--- src/rtl/uart_pkg.sv ---
// Shared UART definitions: receiver state encoding, oversampling constants and
// the baud-tick divisor helper.
package uart_pkg;

  typedef enum logic [2:0] {
    IDLE,
    START,
    DATA,
    PARITY,
    STOP,
    BREAK
  } TRxState;

  localparam int OVERSAMPLE = 16;
  localparam int MID_SAMPLE = 8;
  localparam int DATA_BITS  = 8;

  // Clocks per oversample tick, truncated (27 at 50 MHz / 115200 baud).
  function automatic int uart_div(input int clk_freq, input int baud);
    return clk_freq / (baud * OVERSAMPLE);
  endfunction

endpackage

--- src/rtl/uart_rx_sync.sv ---
// Two-flop synchronizer for an asynchronous level input; resets to 1 so an
// idle-high line never looks like an edge when reset is released.
module uart_rx_sync (
  input  logic clk,
  input  logic reset,
  input  logic d,
  output logic q
);

  logic meta;

  always_ff @(posedge clk or negedge reset) begin
    if (!reset) begin
      meta <= 1'b1;
      q    <= 1'b1;
    end else begin
      meta <= d;
      q    <= meta;
    end
  end

endmodule

--- src/rtl/uart_rx_core.sv ---
// UART receiver with 16x oversampling, mid-bit sampling and a one-entry holding
// register. Define UART_RX_PARITY_EN for 8E1 frames with an even parity check.
module uart_rx_core
  import uart_pkg::*;
#(
  parameter int CLK_FREQ = 50000000,
  parameter int BAUD     = 115200
) (
  input  logic       clk,
  input  logic       reset,
  input  logic       uart_rx,
  output logic [7:0] data_out,
  output logic       data_ready,
  input  logic       data_rd,
  output logic       frame_err,
  output logic       overrun_err,
  output logic       parity_err,
  output logic       busy_rx
);

  // Handshake: data_ready is a level that stays high until the consumer pulses
  // data_rd for one clock; a frame completing in that same clock wins and keeps
  // data_ready high. Error outputs are single-clock pulses.

  localparam int DIV = uart_div(CLK_FREQ, BAUD);
  localparam int CW  = (DIV > 1) ? $clog2(DIV) : 1;
  localparam logic [CW-1:0] TICK_LAST = CW'(DIV - 1);
  localparam logic [3:0]    SAMP_LAST = 4'(OVERSAMPLE - 1);
  localparam logic [3:0]    MID_LAST  = 4'(MID_SAMPLE - 1);
  localparam logic [2:0]    BIT_LAST  = 3'(DATA_BITS - 1);

`ifdef UART_RX_PARITY_EN
  localparam TRxState AFTER_DATA = PARITY;
`else
  localparam TRxState AFTER_DATA = STOP;
`endif

  TRxState       state;
  logic          rx_s;
  logic          rx_prev;
  logic          start_edge;
  logic [CW-1:0] tick_cnt;
  logic          tick;
  logic [3:0]    samp_cnt;
  logic [2:0]    bit_cnt;
  logic [7:0]    shift_reg;

  uart_rx_sync u_sync (
    .clk   (clk),
    .reset (reset),
    .d     (uart_rx),
    .q     (rx_s)
  );

  always_ff @(posedge clk or negedge reset) begin
    if (!reset) rx_prev <= 1'b1;
    else        rx_prev <= rx_s;
  end

  assign start_edge = rx_prev & ~rx_s;
  assign tick       = (tick_cnt == TICK_LAST);
  assign busy_rx    = (state != IDLE);

  // Restarting the divider on the start edge puts every tick at a fixed phase
  // from the edge, so the 8th tick lands mid-bit.
  always_ff @(posedge clk or negedge reset) begin
    if (!reset)                          tick_cnt <= '0;
    else if (state == IDLE && start_edge) tick_cnt <= '0;
    else if (tick)                       tick_cnt <= '0;
    else                                 tick_cnt <= tick_cnt + 1'b1;
  end

`ifdef UART_RX_PARITY_EN
  logic par_bad;
`else
  assign parity_err = 1'b0;
`endif

  always_ff @(posedge clk or negedge reset) begin
    if (!reset) begin
      state       <= IDLE;
      samp_cnt    <= '0;
      bit_cnt     <= '0;
      shift_reg   <= '0;
      data_out    <= '0;
      data_ready  <= 1'b0;
      frame_err   <= 1'b0;
      overrun_err <= 1'b0;
`ifdef UART_RX_PARITY_EN
      par_bad     <= 1'b0;
      parity_err  <= 1'b0;
`endif
    end else begin
      frame_err   <= 1'b0;
      overrun_err <= 1'b0;
`ifdef UART_RX_PARITY_EN
      parity_err  <= 1'b0;
`endif
      if (data_rd && data_ready) data_ready <= 1'b0;

      case (state)
        IDLE: begin
          if (start_edge) begin
            state    <= START;
            samp_cnt <= '0;
          end
        end

        START: begin
          if (tick) begin
            if (samp_cnt == MID_LAST) begin
              samp_cnt <= '0;
              bit_cnt  <= '0;
              state    <= rx_s ? IDLE : DATA;
            end else begin
              samp_cnt <= samp_cnt + 4'd1;
            end
          end
        end

        DATA: begin
          if (tick) begin
            samp_cnt <= samp_cnt + 4'd1;
            if (samp_cnt == SAMP_LAST) begin
              shift_reg <= {rx_s, shift_reg[7:1]};
              if (bit_cnt == BIT_LAST) state   <= AFTER_DATA;
              else                     bit_cnt <= bit_cnt + 3'd1;
            end
          end
        end

`ifdef UART_RX_PARITY_EN
        PARITY: begin
          if (tick) begin
            samp_cnt <= samp_cnt + 4'd1;
            if (samp_cnt == SAMP_LAST) begin
              par_bad <= ^{shift_reg, rx_s};
              state   <= STOP;
            end
          end
        end
`endif

        STOP: begin
          if (tick) begin
            samp_cnt <= samp_cnt + 4'd1;
            if (samp_cnt == SAMP_LAST) begin
              // Leave mid-stop so the next start edge can be caught early.
              if (!rx_s) begin
                frame_err <= 1'b1;
                state     <= BREAK;
              end
`ifdef UART_RX_PARITY_EN
              else if (par_bad) begin
                parity_err <= 1'b1;
                state      <= IDLE;
              end
`endif
              else begin
                data_out    <= shift_reg;
                data_ready  <= 1'b1;
                overrun_err <= data_ready && !data_rd;
                state       <= IDLE;
              end
            end
          end
        end

        BREAK: begin
          if (rx_s) state <= IDLE;
        end

        default: state <= IDLE;
      endcase
    end
  end

endmodule
--- config.mk ---
export PLATFORM = sky130hd
export DESIGN_NAME = uart_rx_core
export DESIGN_NICKNAME = d
export VERILOG_FILES = /design/src/rtl/uart_pkg.sv /design/src/rtl/uart_rx_sync.sv /design/src/rtl/uart_rx_core.sv
export SDC_FILE = /design/constraint.sdc
export NUM_CORES = 1
export LEC_CHECK = 0
export ABC_CLOCK_PERIOD_IN_PS = 2100
export CAP_MARGIN = 20
export CELL_PAD_IN_SITES_DETAIL_PLACEMENT = 1
export CELL_PAD_IN_SITES_GLOBAL_PLACEMENT = 1
export CORE_AREA = 2 2 66 68
export CTS_BUF_LIST = sky130_fd_sc_hd__clkbuf_8
export CTS_CLUSTER_DIAMETER = 30
export CTS_CLUSTER_SIZE = 16
export DETAILED_ROUTE_END_ITERATION = 16
export DIE_AREA = 0 0 68 70
export PLACE_DENSITY = 0.84
export SLEW_MARGIN = 20
export SYNTH_ARGS = -nofsm -noshare
export SYNTH_HDL_FRONTEND = slang
export SYNTH_SLANG_ARGS = --single-unit
--- constraint.sdc ---
create_clock -name clk -period 2.1 [get_ports clk]
set_clock_uncertainty 0.1 [all_clocks]
set_input_delay 0.42 -clock clk [delete_from_list [all_inputs] [get_ports clk]]
set_output_delay 0.42 -clock clk [all_outputs]
set_load 0.005 [all_outputs]
Yosys cells after proc, flatten, opt, wreduce, memory -nomap -nowiden
Index checks and enable logic that the tools add are counted.
- register bits: 37
- logic and storage cells: 88
- add/sub/neg operators: 3
- equal/unequal tests: 19
- mux-type cells: 38
- bitwise gates (word level): 2
- reductions and logical operators: 14
- operators by type and width (operator ; number):
    $mux W3 ; 15
    $ne A2 B2 Y1 const B ; 9
    $mux W4 ; 4
    $pmux W3 S5 ; 1
    $mux W1 ; 13
    $pmux W4 S3 ; 1
    $mux W5 ; 2
    $eq A3 B3 Y1 const B ; 3
    $reduce_and A9 Y1 ; 1
    $reduce_and A4 Y1 ; 2
    $pmux W3 S2 ; 1
    $reduce_and A6 Y1 ; 1
    $reduce_bool A3 Y1 ; 2
    $add A5 B1 Y5 const B ; 1
    $eq A5 B5 Y1 const B ; 1
    $add A4 B1 Y4 const B ; 1
    $eq A4 B3 Y1 const B ; 1
    $eq A4 B4 Y1 const B ; 1
    $ne A2 B1 Y1 const B ; 2
    $add A3 B1 Y3 const B ; 1
    $eq A3 B1 Y1 const B ; 1
    $eq A3 B2 Y1 const B ; 1
    $logic_and A1 B1 Y1 ; 3
    $logic_not A3 Y1 ; 1
    7 further kinds ; 7

Longest topological paths before layout
- word-level depth: 6
- gate-level depth with buffers: 7

By module
A second synthesis with hierarchy kept.
- cells, all modules: 147
- area total of the unflattened synthesis: 1814.2 sq um
- modules (own cells, without submodules) (module ; times used ; cells an instance ; area an instance (sq um) ; seq. area each (sq um)):
    uart_rx_core ; 1 ; 145 ; 1761.7 ; 877.1
    uart_rx_sync ; 1 ; 2 ; 52.6 ; 52.6

Worst setup path before layout
Ideal clock, no wire load.
- path type: register -> register
- from: reg tick_cnt[0]
- to: reg shift_reg[0]
- library setup time: 0.127 ns
- arrival time: 1.787 ns
- data required time: 1.873 ns
- slack: 0.086 ns
- cell stages (with the launch flop): 8
- path buffers: 1
- clock period less this slack: 2.014 ns
- cells stage by stage: dfrtp_1 -> inv_1 -> ha_1 -> nand4b_4 -> or3_4 -> or2_1 -> buf_6 -> mux2_1
- cells in the longest elaborated chain, start to end: 2
- RTL lines (what ; RTL line ; text):
    start, declared ; uart_rx_core.sv:42 ; logic [CW-1:0] tick_cnt;
    start signal, assigned ; uart_rx_core.sv:70 ; else tick_cnt <= tick_cnt + 1'b1;
    $eq A5 B5 Y1 ; uart_rx_core.sv:61 ; assign tick = (tick_cnt == TICK_LAST);
    $reduce_and A3 Y1 (no line) ; -- ;
    end signal, assigned ; uart_rx_core.sv:125 ; shift_reg <= {rx_s, shift_reg[7:1]};
    end, declared ; uart_rx_core.sv:46 ; logic [7:0] shift_reg;
Every way passes these cells.
A chain may end at the register's enable or synchronous reset.

Final worst setup path
- from: reg samp_cnt[0]
- to: reg shift_reg[0]
- cells in the longest elaborated chain, start to end: 2
- RTL lines (what ; RTL line ; text):
    start, declared ; uart_rx_core.sv:44 ; logic [3:0] samp_cnt;
    start signal, assigned ; uart_rx_core.sv:116 ; samp_cnt <= samp_cnt + 4'd1;
    start signal, assigned ; uart_rx_core.sv:123 ; samp_cnt <= samp_cnt + 4'd1;
    start signal, assigned ; uart_rx_core.sv:146 ; samp_cnt <= samp_cnt + 4'd1;
    $eq A4 B4 Y1 ; uart_rx_core.sv:124 ; if (samp_cnt == SAMP_LAST) begin
    $reduce_and A3 Y1 (no line) ; -- ;
Every way passes these cells.

==> flow_summary.rst <==
.. list-table::
   :header-rows: 1

   * - Metric
     - Value
   * - Count of fill cells added during filler insertion
     - 441
   * - Data arrival time of the critical path
     - 2090 ps
   * - Power per cell area
     - 912.3 nW/um2
   * - Die span in y
     - 70 um
   * - Sequential cell area
     - 932.1 um2
   * - Detailed-router iteration count before antenna repair
     - 6
   * - Clock transition at path regs
     - 70 ps
   * - Area added between synthesis and finish
     - 20.43%
   * - Insertion delay to the later sink of the worst-skew pair
     - 290 ps
   * - Critical path required time
     - 2180 ps
   * - Area of the die
     - 4760 um2
   * - Type of element capturing the critical path
     - register
   * - Critical path launch point type
     - register
   * - Synth Cell Area
     - 1690 um2
   * - CTS Root Buffer Type
     - sky130_fd_sc_hd__clkbuf_8
   * - Vias per std cell
     - 5.486
   * - Post-placement cell area
     - 1894 um2
   * - Initial core utilization
     - 0.4079
   * - Share of layout cells above drive strength 1
     - 0.2722
   * - H-Tree Depth
     - 2
   * - Number of placement rows
     - 24
   * - Vias in the first global route
     - 1,292
   * - Static Leak
     - 0.9676 nW
   * - Wire length of the first global-routing pass
     - 6.361 mm
   * - Setup TNS after final layout
     - 0 ps
   * - Actual slew at the worst max-slew pin
     - 819.6 ps
   * - Dpl cells
     - 200
   * - Headroom to the max-slew limit
     - 0.4536
   * - Detailed-route wire length per cell
     - 17.26 um
   * - Gate count of the mapped netlist
     - 134
   * - Maximum achievable frequency
     - 0.4970 GHz
   * - Final Instance Count excl. Fillers
     - 210
   * - CP startpoint
     - samp_cnt[0]
   * - Biggest cell delay along the critical path
     - 400 ps
   * - Chain of cells forming the critical path
     - ha_1, nand2_1, or3_4, or2_4, mux2_1
   * - Post-detailed-route DRC marker count
     - 0
   * - Number of nets still failing antenna checks after routing
     - 0
   * - Sequential cell area fraction in the yosys report
     - 0.5500
   * - Combined area of the multi-input logic cells
     - 706.9 um2
   * - Antenna fix cells
     - 0
   * - TritonCTS clock tree
     - done
   * - Total of buffers placed on input and output ports
     - 15
   * - Mean instance size in the synthesized netlist
     - 12.61 um2
   * - All-Layer GR Usage
     - 0.1810
   * - Post-synthesis register bit count
     - 37
   * - Largest fanout on the critical path
     - 8
   * - Total power
     - 1.857 mW
   * - Pin count of the biggest net entering global routing
     - 38
   * - Total setup violations reported at the end of the flow
     - 0
   * - Number of distinct library cells after synthesis
     - 44
   * - Max-slew violation count
     - 0
   * - Area of the core region
     - 4144 um2
   * - Worst Setup Path Type
     - reg2reg
   * - Most frequent cells in the layout
     - 32 x sky130_fd_sc_hd__dfrtp_1, 14 x sky130_fd_sc_hd__mux2_2, 13 x sky130_fd_sc_hd__clkdlybuf4s50_1
   * - Class of the tightest hold or removal check
     - in2async
   * - Number of clock sinks
     - 37
   * - Total count of hold-check failures in the final report
     - 0
   * - Max-cap violations
     - 0
   * - RSZ-0062 raised after global routing
     - false
   * - Final nets
     - 166
   * - Post-route fraction of the period consumed by the critical path
     - 0.9580
   * - HPWL after detailed placement
     - 2.457 mm
   * - Total length of routed wires
     - 3.625 mm
   * - Yosys warns
     - 0
   * - Starting DRC count in detailed routing
     - 50
   * - Critical-path top delay cell
     - sky130_fd_sc_hd__dfrtp_1
   * - CTS Buf Count
     - 5
   * - Most common cell after layout, fill and taps aside
     - sky130_fd_sc_hd__dfrtp_1
   * - Number of nets produced by synthesis
     - 143
   * - Worst voltage drop across the vdd grid
     - 0.0005165 V
   * - Via count
     - 1,152
   * - GPL Wtd Cong
     - 0.8021
   * - GRT Residual Overflow
     - 0
   * - Post-CTS Hold Buffers
     - 0
   * - Sum of buffers and inverters on the critical path
     - 0
   * - Cell family contributing the most delay on the critical path
     - simple AND/OR/NAND/NOR gates
   * - Initial antenna violation count
     - 0
   * - Minimum period implied by the final worst setup slack
     - 2012 ps
   * - Clock Path Buffers
     - 2
   * - Chip Width
     - 68 um
   * - Cell area after layout
     - 2036 um2
   * - Startpoint of the worst-slack reg-to-reg timing path
     - samp_cnt[0]
   * - Result of the run
     - finished, final reports clean
   * - Number of top-level design ports
     - 17
==> power by group <==
group	total (mW)	leakage [nW]	switching, mW	internal [mW]
clock	0.641	0.0574	0.255	0.386
sequential	0.890	0.481	0.0934	0.797
combinational	0.326	0.429	0.169	0.157
total	1.86	0.968	0.517	1.34
==> per-layer routing <==
layer / up-vias / routed length [um] / share of wire / GRT usage
met4: 0 / 97 / 0.027 / 0.08222
met1: 586 / 1481 / 0.41 / 0.2249
met2: 28 / 1929 / 0.53 / 0.2977
met5: - / 0 / 0 / 0
li1: 527 / - / - / -
met3: 11 / 117 / 0.032 / 0.03543
==> through the flow <==
step	setup WS, ps	utilization	hold slack [ps]
floorplan	85.68	-	24.41
global placement	67.39	0.4571	246.9
detailed placement	-32.70	0.4571	255.1
CTS	60.97	0.4906	150.2
global route	1.729	0.4912	181.1
finish	88.13	0.4912	117.7
==> cells in the mapped netlist, drive strengths merged <==
cell type / count / area, um2
a21boi: 1 / 7.510
a21oi: 1 / 5.000
a221o: 1 / 10.01
a22o: 2 / 17.52
a31o: 2 / 17.52
a32o: 3 / 30.03
and2: 1 / 6.260
and3: 1 / 6.260
and3b: 1 / 8.760
and4b: 1 / 10.01
buf: 5 / 40.04
clkbuf: 1 / 3.750
conb: 1 / 3.750
dfrtp: 34 / 850.8
dfstp: 3 / 78.83
ha: 5 / 62.56
inv: 4 / 15.01
mux2: 16 / 180.2
mux2i: 1 / 10.01
nand2: 7 / 26.28
nand2b: 4 / 25.02
nand3: 4 / 20.02
nand4: 1 / 6.260
nand4b: 2 / 32.53
nor2: 9 / 33.78
nor2b: 1 / 6.260
nor3: 3 / 15.01
o211ai: 1 / 7.510
o21ai: 2 / 10.01
o22ai: 1 / 6.260
o2bb2a: 1 / 10.01
o311a: 1 / 10.01
o311ai: 2 / 17.52
o31ai: 1 / 7.510
or2: 1 / 6.260
or3: 2 / 22.52
or3b: 3 / 28.78
xnor2: 1 / 8.760
xor2: 3 / 26.28
==> area by class of cell <==
| type | count | area share |
|---|---|---|
| repair buffers | 22 | 0.09650 |
| inverters | 4 | 0.007376 |
| clock buffers | 6 | 0.04057 |
| well taps | 52 | 0.03196 |
| clock inverters | 2 | 0.01844 |
| flip-flops and latches | 37 | 0.4579 |
| multi-input cells | 87 | 0.3473 |
==> path summary, 6_finish.rpt <==
kind                            cells past startpoint  slack [ps]           end
worst min-delay path                                1         120     frame_err
worst max-delay path                                5          90  shift_reg[0]
worst min register to register                      0         260      u_sync.q
max in group asynchronous                           1        1220      state[2]
worst max register to register                      5          90  shift_reg[0]
min in group clk                                    0         260      u_sync.q
==> repair_timing <==
| item | in CTS | in global routing |
|---|---|---|
| setup buffers | 2 | 0 |
| endpoints found under the setup margin | 8 | 1 |
| resized for setup | 4 | 1 |
==> logic make-up (layout without fill, tap and decap cells) <==
kind of cell,Yosys count,in the layout,synth area share
simple gates,41,41,0.1503
compound gates,19,19,0.09254
mux,17,17,0.1125
buf+inv,10,34,0.03479
flops,37,37,0.5500
other cells,1,1,0.002218
fa+ha+maj,5,5,0.03701
xor+xnor,4,4,0.02073
==> worst reg2reg max path, stage by stage, from the launching register on <==
cell and delay (ps):
sky130_fd_sc_hd__dfrtp_1 400, sky130_fd_sc_hd__ha_1 250, sky130_fd_sc_hd__nand2_1 140, sky130_fd_sc_hd__or3_4 380
sky130_fd_sc_hd__or2_4 320, sky130_fd_sc_hd__mux2_1 320
No activity file was read; power rests on OpenSTA's default activity.
